[config.mk]
export PLATFORM = sky130hd
export DESIGN_NAME = ofifo
export DESIGN_NICKNAME = d
export VERILOG_FILES = /design/src/rtl/ofifo_pkg.sv /design/src/rtl/ofifo_col.sv /design/src/rtl/ofifo.sv
export SDC_FILE = /design/constraint.sdc
export NUM_CORES = 2
export LEC_CHECK = 0
export ABC_AREA = 1
export BUFFER_PORTS_ARGS = -buffer_cell sky130_fd_sc_hd__buf_2
export CAP_MARGIN = 5
export CORE_UTILIZATION = 40
export DETAILED_ROUTE_END_ITERATION = 7
export PLACE_DENSITY_LB_ADDON = 0.15
export SYNTH_ARGS = -nofsm -noshare
export SYNTH_HDL_FRONTEND = slang
export SYNTH_SLANG_ARGS = --single-unit
[constraint.sdc]
create_clock -name clk -period 4.3 [get_ports clk]
set_input_delay 0.86 -clock clk [delete_from_list [all_inputs] [get_ports clk]]
set_output_delay 0.86 -clock clk [all_outputs]
set_load 0.005 [all_outputs]
[src/rtl/ofifo_pkg.sv]
// ofifo_pkg: default geometry for the output FIFO. The SFP and PSUM SRAM
// stages import the same constants so all three agree on column count and
// psum width.
package ofifo_pkg;

  localparam int unsigned OFIFO_COL     = 8;   // independent psum columns
  localparam int unsigned OFIFO_PSUM_BW = 16;  // psum width per column
  localparam int unsigned OFIFO_DEPTH   = 16;  // entries per column (power of two)

endpackage : ofifo_pkg

[src/rtl/ofifo_col.sv]
// ofifo_col: one column of the output FIFO. Holds storage, read/write
// pointers and the occupancy counter; head entry is shown combinationally.
//
// Ports:
//   clk, reset_n  clock, asynchronous active-low reset
//   wr_i          write request for this column (dropped when full, unless
//                 rd_i frees a slot in the same cycle)
//   din_i         psum to store
//   rd_i          read already qualified by the top (all columns non-empty)
//   head_c        entry at the read pointer
//   empty_c       column holds no entries
//   full_c        column holds depth entries
module ofifo_col
  import ofifo_pkg::*;
#(
  parameter int unsigned psum_bw = OFIFO_PSUM_BW,
  parameter int unsigned depth   = OFIFO_DEPTH
) (
  input  logic               clk,
  input  logic               reset_n,
  input  logic               wr_i,
  input  logic [psum_bw-1:0] din_i,
  input  logic               rd_i,
  output logic [psum_bw-1:0] head_c,
  output logic               empty_c,
  output logic               full_c
);

  localparam int unsigned AW = $clog2(depth);
  localparam int unsigned PW = AW + 1;

  logic [psum_bw-1:0] mem_q [depth];
  logic [PW-1:0]      wptr_q, wptr_d;
  logic [PW-1:0]      rptr_q, rptr_d;
  logic [PW-1:0]      cnt_q,  cnt_d;
  logic               wr_acc_c;

  // Next-state for pointers and occupancy; a full column still accepts a
  // write when the same-cycle read vacates the slot being overwritten.
  always_comb begin
    wptr_d   = wptr_q;
    rptr_d   = rptr_q;
    cnt_d    = cnt_q;
    full_c   = (cnt_q == PW'(depth));
    empty_c  = (cnt_q == '0);
    wr_acc_c = wr_i && (!full_c || rd_i);

    if (wr_acc_c) begin
      wptr_d = (wptr_q == PW'(depth - 1)) ? '0 : wptr_q + PW'(1);
    end
    if (rd_i) begin
      rptr_d = (rptr_q == PW'(depth - 1)) ? '0 : rptr_q + PW'(1);
    end

    case ({wr_acc_c, rd_i})
      2'b10:   cnt_d = cnt_q + PW'(1);
      2'b01:   cnt_d = cnt_q - PW'(1);
      default: cnt_d = cnt_q;
    endcase

    head_c = mem_q[rptr_q[AW-1:0]];
  end

  // Pointer and counter state.
  always_ff @(posedge clk or negedge reset_n) begin
    if (!reset_n) begin
      wptr_q <= '0;
      rptr_q <= '0;
      cnt_q  <= '0;
    end else begin
      wptr_q <= wptr_d;
      rptr_q <= rptr_d;
      cnt_q  <= cnt_d;
    end
  end

  // Storage is not reset; emptiness is tracked by the counter alone.
  always_ff @(posedge clk) begin
    if (wr_acc_c) begin
      mem_q[wptr_q[AW-1:0]] <= din_i;
    end
  end

endmodule : ofifo_col

[src/rtl/ofifo.sv]
// ofifo: multi-column output FIFO behind the MAC array. Each column fills
// independently; a read pops one entry from every column at once and is
// only honoured when every column has data. Output is first-word-fall-
// through and forced to zero while not valid.
//
// Ports:
//   clk, reset_n  clock, asynchronous active-low reset
//   wr[col]       per-column write strobe
//   in            column psums, column k at [k*psum_bw +: psum_bw]
//   rd            pop one entry from all columns
//   out           head entries, same packing as in (zero when !o_valid)
//   o_valid       every column holds at least one entry
//   o_full        some column holds depth entries
//   o_ready       !o_full
//   err           (only with OFIFO_ERR_EN) sticky flag for a dropped write
//                 or an ignored read; cleared only by reset
module ofifo
  import ofifo_pkg::*;
#(
  parameter int unsigned col     = OFIFO_COL,
  parameter int unsigned psum_bw = OFIFO_PSUM_BW,
  parameter int unsigned depth   = OFIFO_DEPTH
) (
  input  logic                   clk,
  input  logic                   reset_n,
  input  logic [col-1:0]         wr,
  input  logic [col*psum_bw-1:0] in,
  input  logic                   rd,
  output logic [col*psum_bw-1:0] out,
  output logic                   o_valid,
  output logic                   o_full,
  output logic                   o_ready
`ifdef OFIFO_ERR_EN
  ,
  output logic                   err
`endif
);

  logic [col-1:0]         empty_c;
  logic [col-1:0]         full_c;
  logic [col*psum_bw-1:0] head_c;
  logic                   rd_acc_c;

  for (genvar k = 0; k < col; k++) begin : g_col
    ofifo_col #(
      .psum_bw (psum_bw),
      .depth   (depth)
    ) u_col (
      .clk     (clk),
      .reset_n (reset_n),
      .wr_i    (wr[k]),
      .din_i   (in[k*psum_bw +: psum_bw]),
      .rd_i    (rd_acc_c),
      .head_c  (head_c[k*psum_bw +: psum_bw]),
      .empty_c (empty_c[k]),
      .full_c  (full_c[k])
    );
  end

  // Status is a pure reduction of the column counters.
  assign o_valid  = ~|empty_c;
  assign o_full   = |full_c;
  assign o_ready  = ~o_full;
  assign rd_acc_c = rd & o_valid;
  assign out      = o_valid ? head_c : '0;

`ifdef OFIFO_ERR_EN
  logic err_q, err_d;

  // Dropped write: full column, no accepted read to make room.
  always_comb begin
    err_d = err_q
          | (|(wr & full_c & ~{col{rd_acc_c}}))
          | (rd & ~o_valid);
  end

  always_ff @(posedge clk or negedge reset_n) begin
    if (!reset_n) begin
      err_q <= 1'b0;
    end else begin
      err_q <= err_d;
    end
  end

  assign err = err_q;
`endif

endmodule : ofifo
======== Word-level counts from Yosys, hierarchy flattened ========
Memories as Yosys holds them, arrays and structs flattened.
Cells that the tools add are included.
cells by class
  eq/ne operators ......................... 40
  bitwise gates (word level) .............. 2
  $add $sub $neg .......................... 32
  muxes and demuxes ....................... 41
  reduce and logical (&&, ||, !) cells .... 43
operators by type and width
  operator                                                             count
  128-bit 2-to-1 mux                                                   1
  5-bit by 1-bit adder with 5-bit output (second input constant)       24
  5-bit by 4-bit == test with 1-bit output (second input constant)     16
  5-bit 2-to-1 mux                                                     16
  5-bit case mux with 2 select lines                                   8
  5-bit == test (second input constant)                                8
  5-bit logical NOT                                                    8
  5-bit by 1-bit subtractor with 5-bit output (second input constant)  8
  2-bit by 1-bit == test with 1-bit output (second input constant)     8
  2-bit == test (second input constant)                                8
  1-bit 2-to-1 mux                                                     16
  2-bit nonzero test                                                   8
  8-bit OR reduction                                                   2
  1-bit logical NOT                                                    9
  1-bit logical AND                                                    8
  1-bit logical OR                                                     8
  1-bit bitwise AND                                                    1
  1-bit NOT                                                            1
word-level totals
  memories kept ........................... 8
  output and inout port bits .............. 131
  RAM bits ................................ 2,048
  logic and storage cells ................. 190
  register bits ........................... 120
  input port bits ......................... 139
memories
  name                  words  bits a word  rd ports  clocked after Yosys merged registers in  wr ports  line             text
  g_col[0].u_col.mem_q  16     16           1         0                                        1         ofifo_col.sv:32  logic [psum_bw-1:0] mem_q [depth];
  g_col[1].u_col.mem_q  16     16           1         0                                        1         ofifo_col.sv:32
  g_col[2].u_col.mem_q  16     16           1         0                                        1         ofifo_col.sv:32
  g_col[3].u_col.mem_q  16     16           1         0                                        1         ofifo_col.sv:32
  g_col[4].u_col.mem_q  16     16           1         0                                        1         ofifo_col.sv:32
  g_col[5].u_col.mem_q  16     16           1         0                                        1         ofifo_col.sv:32
  2 more memories       --     --           --        --                                       --        --

======== Depth between registers and ports, before layout ========
  depth in word-level cells ............... 8
  gate-level depth with buffers ........... 19
  mapped depth without buffers ............ 17

======== Hierarchy ========
A second synthesis with hierarchy kept.
second synthesis, totals
  cell total of the unflattened synthesis .. 9,721
  area, all modules ....................... 98,160.4 um2
modules (own cells, without submodules)
  module                          cells an instance  area each (um2)  times used  seq. area each (um2)
  ofifo_col (g_col[0].u_col ...)  1,179              12,032.8         7           8,062.7
  ofifo_col (g_col[6].u_col)      1,169              12,000.3         1           8,062.7
  ofifo                           299                1,930.6          1           0.0

======== Worst setup path before layout ========
Ideal clock, no wire load.
  path type ............................... input port to flip-flop
  start ................................... input rd
  end ..................................... memory g_col[7].u_col.mem_q[0][0] in the netlist's numbering, enable pin
  stages .................................. 8
  setup time .............................. 0.388 ns
  buffers on the path ..................... 3
  path slack .............................. 1.368 ns
  arrival ................................. 2.543 ns
  data required time ...................... 3.912 ns
  cells stage by stage .................... clkbuf_2 > inv_1 > nor2_8 > buf_6 > o21a_1 > buf_2 > nand2_1 > nor2_1
between the ends
  cells in the longest elaborated chain, start to end .. 5
ends and longest elaborated chain
  element                                 line             text
  start, declared                         ofifo.sv:28      input logic rd,
  1-bit bitwise AND                       ofifo.sv:64      assign rd_acc_c = rd & o_valid;
  1-bit logical OR                        ofifo_col.sv:46  wr_acc_c = wr_i && (!full_c || rd_i);
  1-bit logical AND                       ofifo_col.sv:46
  1-bit 2-to-1 mux                        ofifo_col.sv:79  if (wr_acc_c) begin
  1-bit 2-to-1 mux (implied by the code)  ofifo_col.sv:80  mem_q[wptr_q[AW-1:0]] <= din_i;
  end, declared                           ofifo_col.sv:32
Every way passes these cells.

======== Final worst setup path ========
  start ................................... register g_col[6].u_col.rptr_q[3]
  end ..................................... output out[106]
between the ends
  cells in the longest elaborated chain, start to end .. 2
ends and longest elaborated chain
  element                  line             text
  start, declared          ofifo_col.sv:34  logic [PW-1:0] rptr_q, rptr_d;
  start signal, assigned   ofifo_col.sv:72  rptr_q <= rptr_d;
  memory read 16 x 16 bit  --
  128-bit 2-to-1 mux       ofifo.sv:65      assign out = o_valid ? head_c : '0;
  end, declared            ofifo.sv:29      output logic [col*psum_bw-1:0] out,
Every way passes these cells.

==> run metrics <==
Root Buffer clkbuf_16; Area Overhead vs Synth 15.6%; CTS Hold Bufs 0; Die H 469 um; via count of the first global-routing pass 54200; Peak supply drop 0.718 mV; Required @ worst endpoint roughly 3400 ps; YS warnings 0; Setup violations, final 0; crit path capture type primary output; sum of net half-perimeters after detailed placement between 100 and 150 mm; Clock Sinks 2168; worst skew pair latency 870 ps; register bit total from synthesis 2168; # nets final 7345; Die X 469 um; Vias/cell 5.44; final critical-path share of the clock period 97.5%; CP Class flip-flop to primary output; worst hold path type input port to asynchronous set/reset pin; die footprint roughly 0.22 mm^2; Tightest Pin Transition around 1200 ps; crit path DAT 3330 ps; initial drt markers 4037; Rel. slew slack 17.5%; H-tree Lvls 4; status complete, no violations; share of cells above drive strength 1 about 14%; Startpoint Class flip-flop; leak pwr ~35 nW; CTS tree done; Main synth FF type edfxtp_1; CTS buffer count 229; Reg clk slew, reported paths 60 ps; Synth Instances around 6800; min cycle time layout 4190 ps; Final Hold Fails 0; GPL Wtd Cong 0.785; met3 wire len 10.8 mm; PwrDens 713 mW/mm^2; Min Hold Slack 121 ps; Remaining Overflow, GRT 0; r2r setup slk 640 ps; Syn Area/Cell 12.9 um^2; Routed wire per std cell ~23 um; FMAX around 0.24 GHz; CP max-delay cell a311oi_1; ys async rst share 5.54%; largest net degree at the start of global routing 131; RSZ-0062 raised after global routing yes; CP max stage delay 610 ps; synth unique cells 41; first-pass GRT wire length 347 mm; IO Port Bufs 269; FF-to-FF End g_col[4].u_col.mem_q[7][6]; DRT Pass-1 Iters 5; Syn Nets 6987; register area share after synthesis 73.8%; crit path cell chain inv_2 > nor2_1 > buf_4 > nand2_1 > o21ai_0 > a311oi_1 > buf_2; Total Wirelength around 230 mm; Post-synth EDFFs 2048; area of the mapped netlist 0.0874 mm^2; reg2reg path depth 12; DRC 0; R2R Path Start g_col[6].u_col.cnt_q[0]; Final Skew about 64 ps; met2 wire length approximately 110 mm; crit path max fanout 19; Max-cap violations 0; # rows 171; highest routed layer met5; via count ~55000; antenna viol nets, final 0; io pins 270; initial antenna violation count 29; overall power after layout 72.0 mW; Initial Utilization between 40% and 50%; maximum root-to-sink buffer count 3; global-route usage over all layers around 21%; Final Max Slew Viols 0; Metal-1 WL 105 mm; core area 0.217 mm^2
==> area by class of cell <==
class	count	area, um^2
repair buffers	539	3850
multi-input cells	4006	20900
well taps	2854	3570
diodes	9	22.5
fillers	19500	116000
clock buffers	278	5960
clock inverters	145	1330
inverters	205	812
flip-flops and latches	2168	64500
==> flip-flops by register name, indices dropped and copies added (netlist names) <==
signal and count:
g_col.u_col.mem_q 2048, g_col.u_col.cnt_q 40, g_col.u_col.rptr_q 40, g_col.u_col.wptr_q 40
==> routing by layer <==
metal | GRT usage (%) | up-vias
li1 | - | 25800
met1 | 28.8 | 28000
met2 | 33.2 | 1337
met3 | 3.19 | 346
met4 | 5.45 | 14
met5 | 0 | -
==> critical path, delay by kind of cell (launching register included) <==
| family | cells | cell delay, ps |
|---|---|---|
| AO/OA/AOI/OAI | 2 | 750 |
| buffers and inverters | 3 | 900 |
| flip-flops | 1 | 380 |
| AND/OR/NAND/NOR | 2 | 410 |
==> cells in the mapped netlist, types with 2 or more instances <==
cell type | instances | area share (%)
a211oi_1 | 48 | 0.41
a21oi_1 | 856 | 4.9
a22oi_1 | 336 | 2.9
a311oi_1 | 80 | 0.80
a31oi_1 | 9 | 0.064
a32o_1 | 176 | 2.0
buf_1 | 48 | 0.21
buf_2 | 8 | 0.046
buf_6 | 2 | 0.026
clkbuf_1 | 352 | 1.5
clkinv_1 | 9 | 0.039
dfrtp_1 | 120 | 3.4
edfxtp_1 | 2048 | 70
ha_1 | 56 | 0.80
inv_1 | 169 | 0.73
inv_2 | 27 | 0.12
nand2_1 | 1765 | 7.6
nand2_2 | 6 | 0.043
nand3_1 | 120 | 0.69
nand3_2 | 6 | 0.069
nand3b_1 | 6 | 0.052
nand4_1 | 20 | 0.14
nor2_1 | 195 | 0.84
nor2_2 | 3 | 0.021
nor2_8 | 2 | 0.046
nor3_1 | 4 | 0.023
o21ai_0 | 244 | 1.4
o21ai_1 | 13 | 0.074
o21ai_2 | 4 | 0.040
o22ai_1 | 3 | 0.021
xnor2_1 | 2 | 0.020
xor2_1 | 45 | 0.45
==> cell families (layout without fill, tap and decap cells) <==
logic type | count (synthesis) | after routing | synth area share [%]
and+or+nand+nor | 2130 | 2130 | 9.54
xor gates and xnor gates | 47 | 47 | 0.471
AOI/OAI and AO/OA | 1772 | 1772 | 12.7
other | 0 | 9 | 0
adders and majority gates | 57 | 57 | 0.825
buffers and inverters | 617 | 1167 | 2.69
DFF | 2168 | 2168 | 73.8
==> how the worst max path moves through the flow <==
stage | from | endpoint | slack [ps] | cells past startpoint
after floorplan | rd | g_col[7].u_col.mem_q[0][0] | 1370 | 8
after global placement | g_col[7].u_col.cnt_q[0] | g_col[4].u_col.mem_q[7][15] | 710 | 12
after detailed placement | g_col[7].u_col.cnt_q[0] | g_col[4].u_col.mem_q[7][15] | 630 | 12
after CTS | g_col[6].u_col.cnt_q[0] | out[107] | -1 | 8
after global routing | g_col[6].u_col.cnt_q[0] | out[103] | -10 | 9
final | g_col[6].u_col.rptr_q[3] | out[106] | 110 | 7
==> stage by stage <==
stage | setup WS [ps] | setup TNS, ps | instances | instance area, um^2 | utilization, %
final | 107 | 0 | 10200 | 101000 | 46.5
after global routing | -11.7 | -27.2 | 10200 | 101000 | 46.5
after CTS | -1.11 | -1.11 | 10200 | 101000 | 46.4
after detailed placement | 634 | 0 | 9767 | 93400 | 43.0
after global placement | 712 | 0 | 9767 | 93400 | 43.0
after floorplan | 1370 | 0 | 6791 | 87400 | -
==> power by group <==
part	total, mW	internal, mW	switching, mW	leakage (nW)
Clock	19.2	10.8	8.38	3.52
Sequential	26.6	25.6	1.07	19.9
Combinational	26.2	8.58	17.6	12.0
Total	72.0	45.0	27.1	35.5
==> timing repair <==
action / in CTS / in global routing
buffers inserted: 5 / 0
gates resized for setup: 18 / 24
cloned: 0 / 0
setup endpoints to repair: 15 / 32
==> cell usage in the layout (no fill, tap or decap), types with 56 or more instances in the layout <==
cell / n
a21oi_1: 856
a22oi_1: 336
a311oi_1: 62
a32o_1: 176
buf_2: 268
buf_4: 230
clkbuf_16: 231
clkinv_1: 67
dfrtp_1: 107
edfxtp_1: 2048
ha_1: 56
inv_1: 157
nand2_1: 1765
nand3_1: 120
nor2_1: 121
nor2_2: 77
o21ai_0: 244
Note: power is estimated with default switching activity, not from simulation.
